## src/rtl/bloom_filter_csr.sv

```systemverilog
// Avalon-MM CSR responder for the bloom filter: enable bit, hash LUT clean sweep and
// optional packet/match statistics (built only when BLOOM_FILTER_CSR_STAT_EN is defined).
module bloom_filter_csr #(
  parameter int AMM_CSR_DATA_W = 16,
  parameter int AMM_CSR_ADDR_W = 12,
  parameter int AMM_LUT_ADDR_W = 18,
  parameter int LUT_DEPTH      = 6144,
  parameter int CNT_W          = 32
) (
  input  logic                      main_clk_i,
  input  logic                      main_rst_n_i,
  input  logic [AMM_CSR_ADDR_W-1:0] amm_slave_csr_address_i,
  input  logic                      amm_slave_csr_read_i,
  output logic [AMM_CSR_DATA_W-1:0] amm_slave_csr_readdata_o,
  input  logic                      amm_slave_csr_write_i,
  input  logic [AMM_CSR_DATA_W-1:0] amm_slave_csr_writedata_i,
  output logic                      en_o,
  output logic                      lut_clean_busy_o,
  output logic [AMM_LUT_ADDR_W-1:0] lut_clean_address_o,
  output logic                      lut_clean_write_o,
  input  logic                      pkt_done_i,
  input  logic                      match_i
);

  localparam logic [AMM_CSR_ADDR_W-1:0] ADDR_EN       = AMM_CSR_ADDR_W'(0);
  localparam logic [AMM_CSR_ADDR_W-1:0] ADDR_CLEAN    = AMM_CSR_ADDR_W'(1);
  localparam logic [AMM_CSR_ADDR_W-1:0] ADDR_CNT_CLR  = AMM_CSR_ADDR_W'(2);
  localparam logic [AMM_CSR_ADDR_W-1:0] ADDR_PKT_LO   = AMM_CSR_ADDR_W'(3);
  localparam logic [AMM_CSR_ADDR_W-1:0] ADDR_PKT_HI   = AMM_CSR_ADDR_W'(4);
  localparam logic [AMM_CSR_ADDR_W-1:0] ADDR_MATCH_LO = AMM_CSR_ADDR_W'(5);
  localparam logic [AMM_CSR_ADDR_W-1:0] ADDR_MATCH_HI = AMM_CSR_ADDR_W'(6);
  localparam logic [AMM_CSR_ADDR_W-1:0] ADDR_VERSION  = AMM_CSR_ADDR_W'(7);
  localparam logic [AMM_LUT_ADDR_W-1:0] LUT_LAST      = AMM_LUT_ADDR_W'(LUT_DEPTH - 1);

`ifdef BLOOM_FILTER_CSR_STAT_EN
  localparam logic [15:0] VERSION = 16'h0001;
`else
  localparam logic [15:0] VERSION = 16'h0000;
`endif

  typedef enum logic {
    IDLE,
    SWEEP
  } clean_state_t;

  clean_state_t                r_state;
  clean_state_t                w_state_nxt;
  logic                        r_en;
  logic [AMM_LUT_ADDR_W-1:0]   r_addr;
  logic [AMM_CSR_DATA_W-1:0]   r_rdata;
  logic [AMM_CSR_DATA_W-1:0]   w_rdata;
  logic                        w_busy;
  logic                        w_wr_en;
  logic                        w_wr_clean;
  logic                        w_unused;

  assign w_busy     = (r_state == SWEEP);
  assign w_wr_en    = amm_slave_csr_write_i && (amm_slave_csr_address_i == ADDR_EN);
  assign w_wr_clean = amm_slave_csr_write_i && (amm_slave_csr_address_i == ADDR_CLEAN)
                      && amm_slave_csr_writedata_i[0];

  always_comb begin
    w_state_nxt = r_state;
    case (r_state)
      IDLE:    if (w_wr_clean) w_state_nxt = SWEEP;
      SWEEP:   if (r_addr == LUT_LAST) w_state_nxt = IDLE;
      default: w_state_nxt = IDLE;
    endcase
  end

  always_ff @(posedge main_clk_i or negedge main_rst_n_i) begin
    if (!main_rst_n_i) begin
      r_state <= IDLE;
      r_addr  <= '0;
      r_en    <= 1'b0;
    end else begin
      r_state <= w_state_nxt;
      if (r_state == SWEEP && r_addr != LUT_LAST) r_addr <= r_addr + 1'b1;
      else                                        r_addr <= '0;
      if (w_wr_en) r_en <= amm_slave_csr_writedata_i[0];
    end
  end

  assign en_o                = r_en & ~w_busy;
  assign lut_clean_busy_o    = w_busy;
  assign lut_clean_write_o   = w_busy;
  assign lut_clean_address_o = r_addr;

`ifdef BLOOM_FILTER_CSR_STAT_EN
  logic [CNT_W-1:0]          r_pkt_cnt;
  logic [CNT_W-1:0]          r_match_cnt;
  logic [AMM_CSR_DATA_W-1:0] r_pkt_hi_sh;
  logic [AMM_CSR_DATA_W-1:0] r_match_hi_sh;
  logic                      w_cnt_clr;

  assign w_cnt_clr = amm_slave_csr_write_i && (amm_slave_csr_address_i == ADDR_CNT_CLR)
                     && amm_slave_csr_writedata_i[0];
  assign w_unused  = ^amm_slave_csr_writedata_i[AMM_CSR_DATA_W-1:1];

  // Shadows freeze the upper half at LO-read time so a LO/HI pair is coherent.
  always_ff @(posedge main_clk_i or negedge main_rst_n_i) begin
    if (!main_rst_n_i) begin
      r_pkt_cnt     <= '0;
      r_match_cnt   <= '0;
      r_pkt_hi_sh   <= '0;
      r_match_hi_sh <= '0;
    end else if (w_cnt_clr) begin
      r_pkt_cnt     <= '0;
      r_match_cnt   <= '0;
      r_pkt_hi_sh   <= '0;
      r_match_hi_sh <= '0;
    end else begin
      r_pkt_cnt   <= r_pkt_cnt + CNT_W'(pkt_done_i);
      r_match_cnt <= r_match_cnt + CNT_W'(match_i);
      if (amm_slave_csr_read_i && amm_slave_csr_address_i == ADDR_PKT_LO)
        r_pkt_hi_sh <= r_pkt_cnt[CNT_W-1:AMM_CSR_DATA_W];
      if (amm_slave_csr_read_i && amm_slave_csr_address_i == ADDR_MATCH_LO)
        r_match_hi_sh <= r_match_cnt[CNT_W-1:AMM_CSR_DATA_W];
    end
  end
`else
  assign w_unused = ^{amm_slave_csr_writedata_i[AMM_CSR_DATA_W-1:1], pkt_done_i, match_i};
`endif

  always_comb begin
    w_rdata = '0;
    case (amm_slave_csr_address_i)
      ADDR_EN:       w_rdata = AMM_CSR_DATA_W'(r_en);
      ADDR_CLEAN:    w_rdata = AMM_CSR_DATA_W'(w_busy);
`ifdef BLOOM_FILTER_CSR_STAT_EN
      ADDR_PKT_LO:   w_rdata = r_pkt_cnt[AMM_CSR_DATA_W-1:0];
      ADDR_PKT_HI:   w_rdata = r_pkt_hi_sh;
      ADDR_MATCH_LO: w_rdata = r_match_cnt[AMM_CSR_DATA_W-1:0];
      ADDR_MATCH_HI: w_rdata = r_match_hi_sh;
`endif
      ADDR_VERSION:  w_rdata = AMM_CSR_DATA_W'(VERSION);
      default:       w_rdata = '0;
    endcase
  end

  always_ff @(posedge main_clk_i or negedge main_rst_n_i) begin
    if (!main_rst_n_i)             r_rdata <= '0;
    else if (amm_slave_csr_read_i) r_rdata <= w_rdata;
  end

  assign amm_slave_csr_readdata_o = r_rdata;

endmodule

```

## config.mk

```make
export PLATFORM = sky130hd
export DESIGN_NAME = bloom_filter_csr
export DESIGN_NICKNAME = d
export VERILOG_FILES = /design/src/rtl/bloom_filter_csr.sv
export SDC_FILE = /design/constraint.sdc
export NUM_CORES = 1
export LEC_CHECK = 0
export ABC_AREA = 1
export BUFFER_PORTS_ARGS = -buffer_cell sky130_fd_sc_hd__buf_2
export CAP_MARGIN = 0
export CORE_MARGIN = 4
export CORE_UTILIZATION = 48
export DETAILED_ROUTE_END_ITERATION = 8
export GPL_TIMING_DRIVEN = 0
export HOLD_SLACK_MARGIN = 0.06
export PLACE_DENSITY = 0.85
export RECOVER_POWER = 25
export SKIP_CTS_REPAIR_TIMING = 1
export SYNTH_ARGS = -nofsm -noshare
export SYNTH_HDL_FRONTEND = slang
export SYNTH_SLANG_ARGS = --single-unit
```

## constraint.sdc

```tcl
create_clock -name main_clk_i -period 4.77 [get_ports main_clk_i]
set_clock_uncertainty 0.15 [all_clocks]
set_input_delay 0.477 -clock main_clk_i [delete_from_list [all_inputs] [get_ports main_clk_i]]
set_output_delay 0.477 -clock main_clk_i [all_outputs]
set_load 0.01 [all_outputs]
```

==> flow_summary.toml, run 1 <==
[final_layout]
area_delta_synth_final_pct = 23.5
nNetsFinal = 274
drive_above_1_share_pct = 29.0
num_antenna_cells = 0
nFillCells = 235
design_area_um2 = 1660

[pwr]
p_per_area_nw_per_um2 = 176
leakage_nw = 0.877
ir_worst_vdd_mv = 0.187

[logic_synthesis]
netlist_top_cells_count = "nor2_1, nand2_1, dfrtp_1"
synthAdderAreaFrac_pct = 0.929
netlist.area_leader.share_pct = 39.0
async_reset_ff_share_pct = 100
synth_flop_cell = "dfrtp_1"
synth.largest_area_cell = "dfrtp_1"
yosysMostFrequentCell = "nor2_1"
synthTopCellsByArea = "dfrtp_1, nor2_1, nand2_1"
synthCells = 181
synth_top_family_by_area = "simple AND/OR/NAND/NOR gates"
synth_edf_count = 0
synth_warnings = 0
synth_compound_area_share_pct = 1.67
yosysSeqAreaShare_pct = 39.0
synth_xor_area_share_pct = 7.15
synthMuxAreaShare_pct = 0
synth-simple-area-share_pct = 36.4
synth_area_um2 = 1350
ys_ff_latch = 21
synth_area_per_cell_um2 = 7.44
yosys.cell_types.count = 21

[outcome]
status = "complete, no violations"

[min_path]
hp-start = "amm_slave_csr_read_i"
min_to = "amm_slave_csr_readdata_o[0]"
hold_depth = 3
hold_path.class = "input pin to flip-flop"

[die]
die_x_um = 61.0
initial_utilization_pct = 52.5
core_region_area_um2 = 2570
boundaryPins = 71
die_y_um = 61.0
dieArea_um2 = 3720
rows = 18

[worst_setup_path]
crit_family = "simple AND/OR/NAND/NOR gates"
critPathLaunchType = "flip-flop"
rr_worst_depth = 7
rrSetupSlack_ns = 3.02
worstPathRequired_ns = 4.83
reg2reg_from = "lut_clean_address_o[0]"
worstSetupPathDepth = 7
critPathMaxStageDelay_ns = 0.45
critical_path.max_fanout = 10
arrival_ns = 1.81
r2r-end = "lut_clean_address_o[6]"
end_kind = "flip-flop"
path_class = "flip-flop to flip-flop"
crit_buf_inv = 1
crit_chain = "ha_1 > nand3_2 > nor3_4 > nand2_2 > nand2_4 > buf_12 > nor2_1"
cp_slowest_cell = "dfrtp_1"

[route]
vias = 1243
vias_per_cell = 4.64
ant_nets = 0
drt_iter0_markers = 26
drc = 0
wl_per_cell_um = 10.3
firstDrtPassIters = 4
wirelength_um = 2760

[clock_network]
cts_tree = "done"
clk-insertion-delay-late_ns = 0.31
cts_buffer_depth = 2
cts_root_buffer = "clkbuf_4"
h-tree-depth = 1
path_clk_slew_ns = 0.12
cts_sinks = 21
cts_buffers = 3

[sta]
rsz0062_at_grt = "false"
fmax_mhz = 571
hold_viol = 0
period_needed_ns = 1.75
finalSetupTns_ns = 0
finalSetupViolCount = 0
finalCritPeriodShare_pct = 36.7
slew-limit-headroom_pct = 27.1
worst_pin_slew_ns = 1.09
slew_violations = 0

[placed_design]
place_area_um2 = 1630
hpwl_um = 2260
placement.io_buffers = 38
gp_congestion = 0.799

[grt]
overflow = 0
grt_start_max_net_pins = 22
grt_pass1_wl_um = 4250
first_global_vias = 1029
grt.total_usage_pct = 15.5
grt_antenna_before_repair = 0

[flow_run]
max_cap_violations = 0
## per-layer routing
metal  wire length [um]  share of wire (%)  track usage, %
met1               1180                 43            18.8
met2               1370                 49            27.0
met3                190                6.9            4.89
met4                 27               0.98            2.79
met5                  0                  0               0
## worst reg2reg max path: stages (launching register included)
cell     delay (ns)
dfrtp_1        0.45
ha_1           0.26
nand3_2        0.13
nor3_4         0.24
nand2_2        0.10
nand2_4        0.14
buf_12         0.15
nor2_1         0.04
## state kept, by name, indices dropped and copies added (netlist names)
signal / flops
lut_clean_busy_o: 1
r_en: 1
lut_clean_address_o: 18
amm_slave_csr_readdata_o: 1
## area by class of cell
type,instances,area [um2],share of cell area (%)
inverter,15,56.3,3.38
clock inverter,1,5.00,0.301
sequential,21,526,31.6
multi-input combinational,142,678,40.8
timing repair buffer,39,199,12.0
buffer,17,140,8.42
clock buffer,3,22.5,1.35
tap,30,37.5,2.26
## through the flow
step / power (mW) / util (%) / cells / hold WS [ns] / setup WS [ns]
2_1_floorplan: 0.198 / - / 195 / 0.0314 / 3.16
3_3_place_gp: 0.208 / 63.4 / 263 / 0.299 / 3.04
3_5_place_dp: 0.209 / 63.4 / 263 / 0.300 / 3.03
4_1_cts: 0.292 / 64.5 / 267 / -0.0456 / 3.00
5_1_grt: 0.307 / 64.8 / 268 / 0.227 / 2.82
6_report: 0.293 / 64.8 / 268 / 0.220 / 3.02
## kinds of logic (layout without fill, tap and decap cells)
logic type,Yosys count,in the layout
AOI/OAI and AO/OA,4,4
xor gates and xnor gates,11,11
adders and majority gates,1,1
buffers and inverters,32,75
DFF,21,21
other,1,15
and+or+nand+nor,111,111
## worst max-delay path by stage
stage	startpoint	to	slack (ns)
after detailed placement	lut_clean_address_o[0]	lut_clean_address_o[6]	3.03
final	lut_clean_address_o[0]	lut_clean_address_o[6]	3.02
after global routing	main_rst_n_i	lut_clean_address_o[10]	2.82
after CTS	lut_clean_address_o[0]	lut_clean_address_o[6]	3.00
after global placement	lut_clean_address_o[0]	lut_clean_address_o[7]	3.04
after floorplan	lut_clean_address_o[0]	lut_clean_address_o[5]	3.16
## where the power goes
group	switching (mW)	internal (mW)
logic	0.0141	0.0139
clock network	0.0553	0.0314
registers	0.0000326	0.178
total	0.0694	0.223
## cells in the final DEF, fill, tap and decap left out, drive strengths merged
cell type / n
nand3: 13
o21bai: 1
o21ai: 2
inv: 15
and2: 1
nand2: 43
a21oi: 1
clkbuf: 4
ha: 1
xor2: 6
conb: 15
dlygate4sd3: 1
nand4: 4
nor2: 49
dfrtp: 21
xnor2: 5
buf: 54
nor3: 1
clkinv: 1
No activity file was read; power rests on OpenSTA's default activity.
==> run 2: changes to the inputs <==
--- a/config.mk
+++ b/config.mk
@@ -9,11 +9,11 @@
 export BUFFER_PORTS_ARGS = -buffer_cell sky130_fd_sc_hd__buf_2
 export CAP_MARGIN = 0
 export CORE_MARGIN = 4
-export CORE_UTILIZATION = 48
+export CORE_UTILIZATION = 40
 export DETAILED_ROUTE_END_ITERATION = 8
 export GPL_TIMING_DRIVEN = 0
 export HOLD_SLACK_MARGIN = 0.06
-export PLACE_DENSITY = 0.85
+export PLACE_DENSITY = 0.75
 export RECOVER_POWER = 25
 export SKIP_CTS_REPAIR_TIMING = 1
 export SYNTH_ARGS = -nofsm -noshare
==> constraint.sdc (replaced) <==
create_clock -name main_clk_i -period 1.6 [get_ports main_clk_i]
set_clock_uncertainty 0.15 [all_clocks]
set_input_delay 0.16 -clock main_clk_i [delete_from_list [all_inputs] [get_ports main_clk_i]]
set_output_delay 0.16 -clock main_clk_i [all_outputs]
set_load 0.01 [all_outputs]
==> run 2 against run 1 <==
  * The run now ends with setup timing left
  * Die area is 17% higher
  * Via count rose by 7.2%
  * Setup slack got worse by 3.0 ns
  * Register-to-register slack worse by 3.0 ns
  * Clock power rose to 3.1 times the previous value
  * Critical path type unchanged
  * Critical endpoint is now lut_clean_address_o[4]
  * Largest cell class unchanged
==> flow_summary.toml, run 2 (same netlist as run 1, synthesis figures left out) <==
[outcome]
status = "complete, but fails checks"
violations = "setup timing"

[route]
vias_per_cell = 4.50
firstDrtPassIters = 4
wirelength_um = 3400
ant_nets = 0
vias = 1333
drt_iter0_markers = 34
drc = 0
wl_per_cell_um = 11.5

[placed_design]
place_area_um2 = 1650
hpwl_um = 2340
gp_congestion = 0.854
placement.io_buffers = 38

[sta]
rsz0062_at_grt = "true"
slew-limit-headroom_pct = 65.1
worst_pin_slew_ns = 0.524
holdWs_ns = 0.0411
finalSetupViolCount = 8
fmax_mhz = 614
hold_viol = 0
slew_violations = 0
setup_slack_ns = -0.0293
finalCritPeriodShare_pct = 102
period_needed_ns = 1.63

[pwr]
p_int_mw = 0.675
power_frac_clock_pct = 30.3
p_per_area_nw_per_um2 = 467
switching_share_pct = 24.2
power_switching_mw = 0.215
ir_worst_vdd_mv = 0.375
total_power_mw = 0.890
leakage_nw = 0.969
pwr-share-seq_pct = 59.6
pwr-share-comb_pct = 10.1

[final_layout]
drive_above_1_share_pct = 36.5
num_antenna_cells = 0
final_cell_mix = "nand2_1, buf_2, nor2_1, buf_4, dfrtp_1"
area_delta_synth_final_pct = 41.4
nFillCells = 302
final_common_cell = "nand2_1"
design_area_um2 = 1910
largest_register_ffs = 18
multi_input_area_um2 = 762
nNetsFinal = 288
ff_latch_area_um2 = 528

[worst_setup_path]
critPathLaunchType = "flip-flop"
path_class = "flip-flop to flip-flop"
crit_buf_inv = 1
cp_slowest_cell = "dfrtp_1"
arrival_ns = 1.70
end_kind = "flip-flop"
reg2reg_from = "lut_clean_address_o[1]"
worstPathRequired_ns = 1.67
crit_family = "simple AND/OR/NAND/NOR gates"
crit_end = "lut_clean_address_o[4]"
startpoint = "lut_clean_address_o[1]"
crit_chain = "ha_4 > nand3_4 > nor3_4 > nand2_4 > nand2_8 > clkbuf_16 > nor2_2"
r2r-end = "lut_clean_address_o[4]"
critPathMaxStageDelay_ns = 0.41
worstSetupPathDepth = 7
critical_path.max_fanout = 5
rr_worst_depth = 7
rrSetupSlack_ns = -0.03

[die]
die_x_um = 66.0
rows = 20
boundaryPins = 71
die_y_um = 66.0
dieArea_um2 = 4360
core_region_area_um2 = 3130
initial_utilization_pct = 43.1

[grt]
overflow = 0
grt_pass1_wl_um = 4750
grt_antenna_before_repair = 0
grt.total_usage_pct = 14.3
grt_start_max_net_pins = 22
first_global_vias = 1053

[clock_network]
clk-insertion-delay-late_ns = 0.31
cts_root_buffer = "clkbuf_4"
path_clk_slew_ns = 0.12
cts_tree = "done"
cts_sinks = 21
h-tree-depth = 1
cts_buffer_depth = 2
cts_buffers = 3

[min_path]
hold_path.class = "input pin to flip-flop"

[flow_run]
max_cap_violations = 0
-- run 2: routing by layer --
metal,wire [um],track usage [%]
met3,178,2.04
met2,1710,23.4
met4,53,7.61
met1,1460,18.2
met5,0,0
-- run 2: worst min-delay path by stage --
stage | from | slack [ns] | depth (start not counted) | end
floorplan | main_rst_n_i | -0.29 | 0 | amm_slave_csr_readdata_o[0]
global placement | main_rst_n_i | -0.01 | 1 | lut_clean_address_o[1]
detailed placement | main_rst_n_i | 0.001 | 1 | lut_clean_address_o[1]
CTS | main_rst_n_i | -0.35 | 1 | lut_clean_address_o[1]
global route | amm_slave_csr_write_i | 0.09 | 5 | r_en
finish | amm_slave_csr_write_i | 0.04 | 5 | lut_clean_busy_o
-- run 2: final cells by class --
cell class	count	area share, %
plain buffers	17	7.35
clock buffers	4	1.38
inverters	15	2.95
multi-input cells	143	40.0
flip-flops and latches	21	27.7
well taps	44	2.89
repair buffers	52	17.7
-- run 2: worst register-to-register path, cell delays in order, from the launching register on --
cell	delay (ns)
dfrtp_1	0.41
ha_4	0.18
nand3_4	0.09
nor3_4	0.28
nand2_4	0.12
nand2_8	0.11
clkbuf_16	0.16
nor2_2	0.03
-- run 2: power by group through the flow --
stage | combinational (mW) | clock (mW) | sequential [mW]
final | 0.0899 | 0.269 | 0.531
after global routing | 0.102 | 0.316 | 0.531
after CTS | 0.0821 | 0.281 | 0.531
after detailed placement | 0.0819 | 0 | 0.541
after global placement | 0.0807 | 0 | 0.541
after floorplan | 0.0504 | 0 | 0.541
-- run 2: per-stage QoR --
step / setup TNS, ns / instances / setup WS, ns / utilization, %
after floorplan: 0 / 195 / 0.0274 / -
after global placement: -1.07 / 277 / -0.110 / 52.6
after detailed placement: -1.04 / 277 / -0.110 / 52.6
after CTS: -1.37 / 281 / -0.135 / 53.5
after global routing: -1.05 / 296 / -0.0914 / 60.9
final: -0.132 / 296 / -0.0293 / 60.9
==> run 3: changes to the inputs <==
--- a/config.mk
+++ b/config.mk
@@ -11,7 +11,6 @@
 export CORE_MARGIN = 4
 export CORE_UTILIZATION = 40
 export DETAILED_ROUTE_END_ITERATION = 8
-export GPL_TIMING_DRIVEN = 0
 export HOLD_SLACK_MARGIN = 0.06
 export PLACE_DENSITY = 0.75
 export RECOVER_POWER = 25
==> constraint.sdc (replaced) <==
create_clock -name main_clk_i -period 1.6 [get_ports main_clk_i]
set_clock_uncertainty 0.15 [all_clocks]
set_input_delay 0.08 -clock main_clk_i [delete_from_list [all_inputs] [get_ports main_clk_i]]
set_output_delay 0.08 -clock main_clk_i [all_outputs]
set_load 0.01 [all_outputs]
==> run 3 against run 2 <==
  * The run now ends clean
  * Setup slack improved by 0.11 ns
  * First-iteration DRC count is 5.9% lower
  * Global-route usage up 0.061 points
  * Core utilization decreased by 7.0 points
  * Highest routed layer unchanged
  * Non-clock buffer count fell by 15
  * Critical path type unchanged
  * Sequential power about the same
  * Total power down 4.1%
  * Die area stayed put
  * Via count is 6.7% lower
  * Clock-buffer cell count decreased by 1
  * Cell count decreased by 5.4%
==> flow_summary.toml, run 3 (same netlist as run 1, synthesis figures left out) <==
[outcome]
status = "complete, no violations"

[pwr]
power_switching_mw = 0.205
power_frac_clock_pct = 30.2
pwr-share-comb_pct = 7.6
total_power_mw = 0.853
p_per_area_nw_per_um2 = 506
ir_worst_vdd_mv = 0.409
leakage_nw = 0.856
pwr-share-seq_pct = 62.2
p_int_mw = 0.648
switching_share_pct = 24.1

[sta]
slew_violations = 0
finalCritPeriodShare_pct = 94.9
hold_viol = 0
holdWs_ns = 0.0468
fmax_mhz = 659
finalSetupViolCount = 0
rsz0062_at_grt = "true"
period_needed_ns = 1.52

[clock_network]
cts_tree = "done"
cts_buffer_depth = 2
h-tree-depth = 1
clk-insertion-delay-late_ns = 0.31
cts_sinks = 21
path_clk_slew_ns = 0.12
cts_buffers = 3
cts_root_buffer = "clkbuf_4"

[final_layout]
num_antenna_cells = 0
nFillCells = 317
drive_above_1_share_pct = 28.0
final_cell_mix = "nand2_1, nor2_1, buf_2, dfrtp_1"
ff_latch_area_um2 = 527
largest_register_ffs = 18
multi_input_area_um2 = 694
area_delta_synth_final_pct = 25.3
nNetsFinal = 272

[die]
rows = 20
initial_utilization_pct = 43.1
dieArea_um2 = 4360
die_x_um = 66.0
die_y_um = 66.0
boundaryPins = 71
core_region_area_um2 = 3130

[min_path]
hold_path.class = "input pin to flip-flop"

[placed_design]
hpwl_um = 2380
placement.io_buffers = 38
gp_congestion = 0.832

[worst_setup_path]
path_class = "flip-flop to flip-flop"
crit_chain = "ha_1 > nand3_2 > nor3_4 > nand2_2 > nand2_8 > o21ai_0"
cp_slowest_cell = "dfrtp_2"
critPathLaunchType = "flip-flop"
critical_path.max_fanout = 19
end_kind = "flip-flop"
critPathMaxStageDelay_ns = 0.38
worstPathRequired_ns = 1.65
arrival_ns = 1.56

[grt]
overflow = 0
grt_pass1_wl_um = 4930
grt_antenna_before_repair = 0
grt.total_usage_pct = 14.4
first_global_vias = 1096
grt_start_max_net_pins = 22

[flow_run]
max_cap_violations = 0

[route]
wirelength_um = 3160
ant_nets = 0
firstDrtPassIters = 4
wl_per_cell_um = 11.3
drt_iter0_markers = 32
vias = 1244
vias_per_cell = 4.44
drc = 0
run 3: area by class of cell:
class | count | area share [%]
Multi-Input combinational cell | 142 | 41.1
Sequential cell | 21 | 31.2
Timing Repair Buffer | 54 | 19.4
Inverter | 15 | 3.34
Tap cell | 44 | 3.26
Clock buffer | 3 | 1.33
Clock inverter | 1 | 0.297
run 3: layer usage:
| metal | wire length, um | vias up | track usage [%] |
|---|---|---|---|
| met4 | 27 | 0 | 4.31 |
| met5 | 0 | - | 0 |
| met3 | 196 | 2 | 3.40 |
| li1 | - | 637 | - |
| met1 | 1290 | 568 | 18.6 |
| met2 | 1650 | 37 | 23.8 |
run 3: metrics by stage:
| stage | std cells | cell area (um2) | utilization [%] | setup slack (ns) | TNS, ns |
|---|---|---|---|---|---|
| floorplan | 195 | 1400 | - | 0.0274 | 0 |
| global placement | 269 | 1570 | 50.3 | 0.0766 | 0 |
| detailed placement | 269 | 1570 | 50.3 | 0.0642 | 0 |
| CTS | 273 | 1600 | 51.2 | 0.0399 | 0 |
| global route | 280 | 1690 | 54.0 | -0.0123 | -0.0123 |
| finish | 280 | 1690 | 54.0 | 0.0816 | 0 |
run 3: worst paths after layout:
| kind | startpoint | end | slack, ns | cells past startpoint |
|---|---|---|---|---|
| worst min register to register | amm_slave_csr_readdata_o[0] | amm_slave_csr_readdata_o[0] | 0.35 | 2 |
| worst min-delay path | amm_slave_csr_address_i[4] | amm_slave_csr_readdata_o[0] | 0.05 | 8 |
| min in group asynchronous | main_rst_n_i | lut_clean_address_o[0] | 0.11 | 2 |
| worst max-delay path | lut_clean_address_o[0] | lut_clean_busy_o | 0.08 | 6 |
| worst max register to register | lut_clean_address_o[0] | lut_clean_busy_o | 0.08 | 6 |
| max in group asynchronous | main_rst_n_i | lut_clean_address_o[0] | 0.85 | 2 |
run 3: power groups by stage:
stage               combinational, mW  sequential (mW)  clock [mW]
global placement               0.0535            0.541           0
finish                         0.0646            0.531       0.258
global route                   0.0742            0.531       0.286
detailed placement             0.0545            0.541           0
CTS                            0.0546            0.531       0.270
floorplan                      0.0504            0.541           0
run 3: critical path, delay by kind of cell (launching register included):
family                     cells  cell delay [ns]
and+or+nand+nor                4             0.56
adders and majority gates      1             0.18
AOI/OAI and AO/OA              1             0.12
DFF                            1             0.38
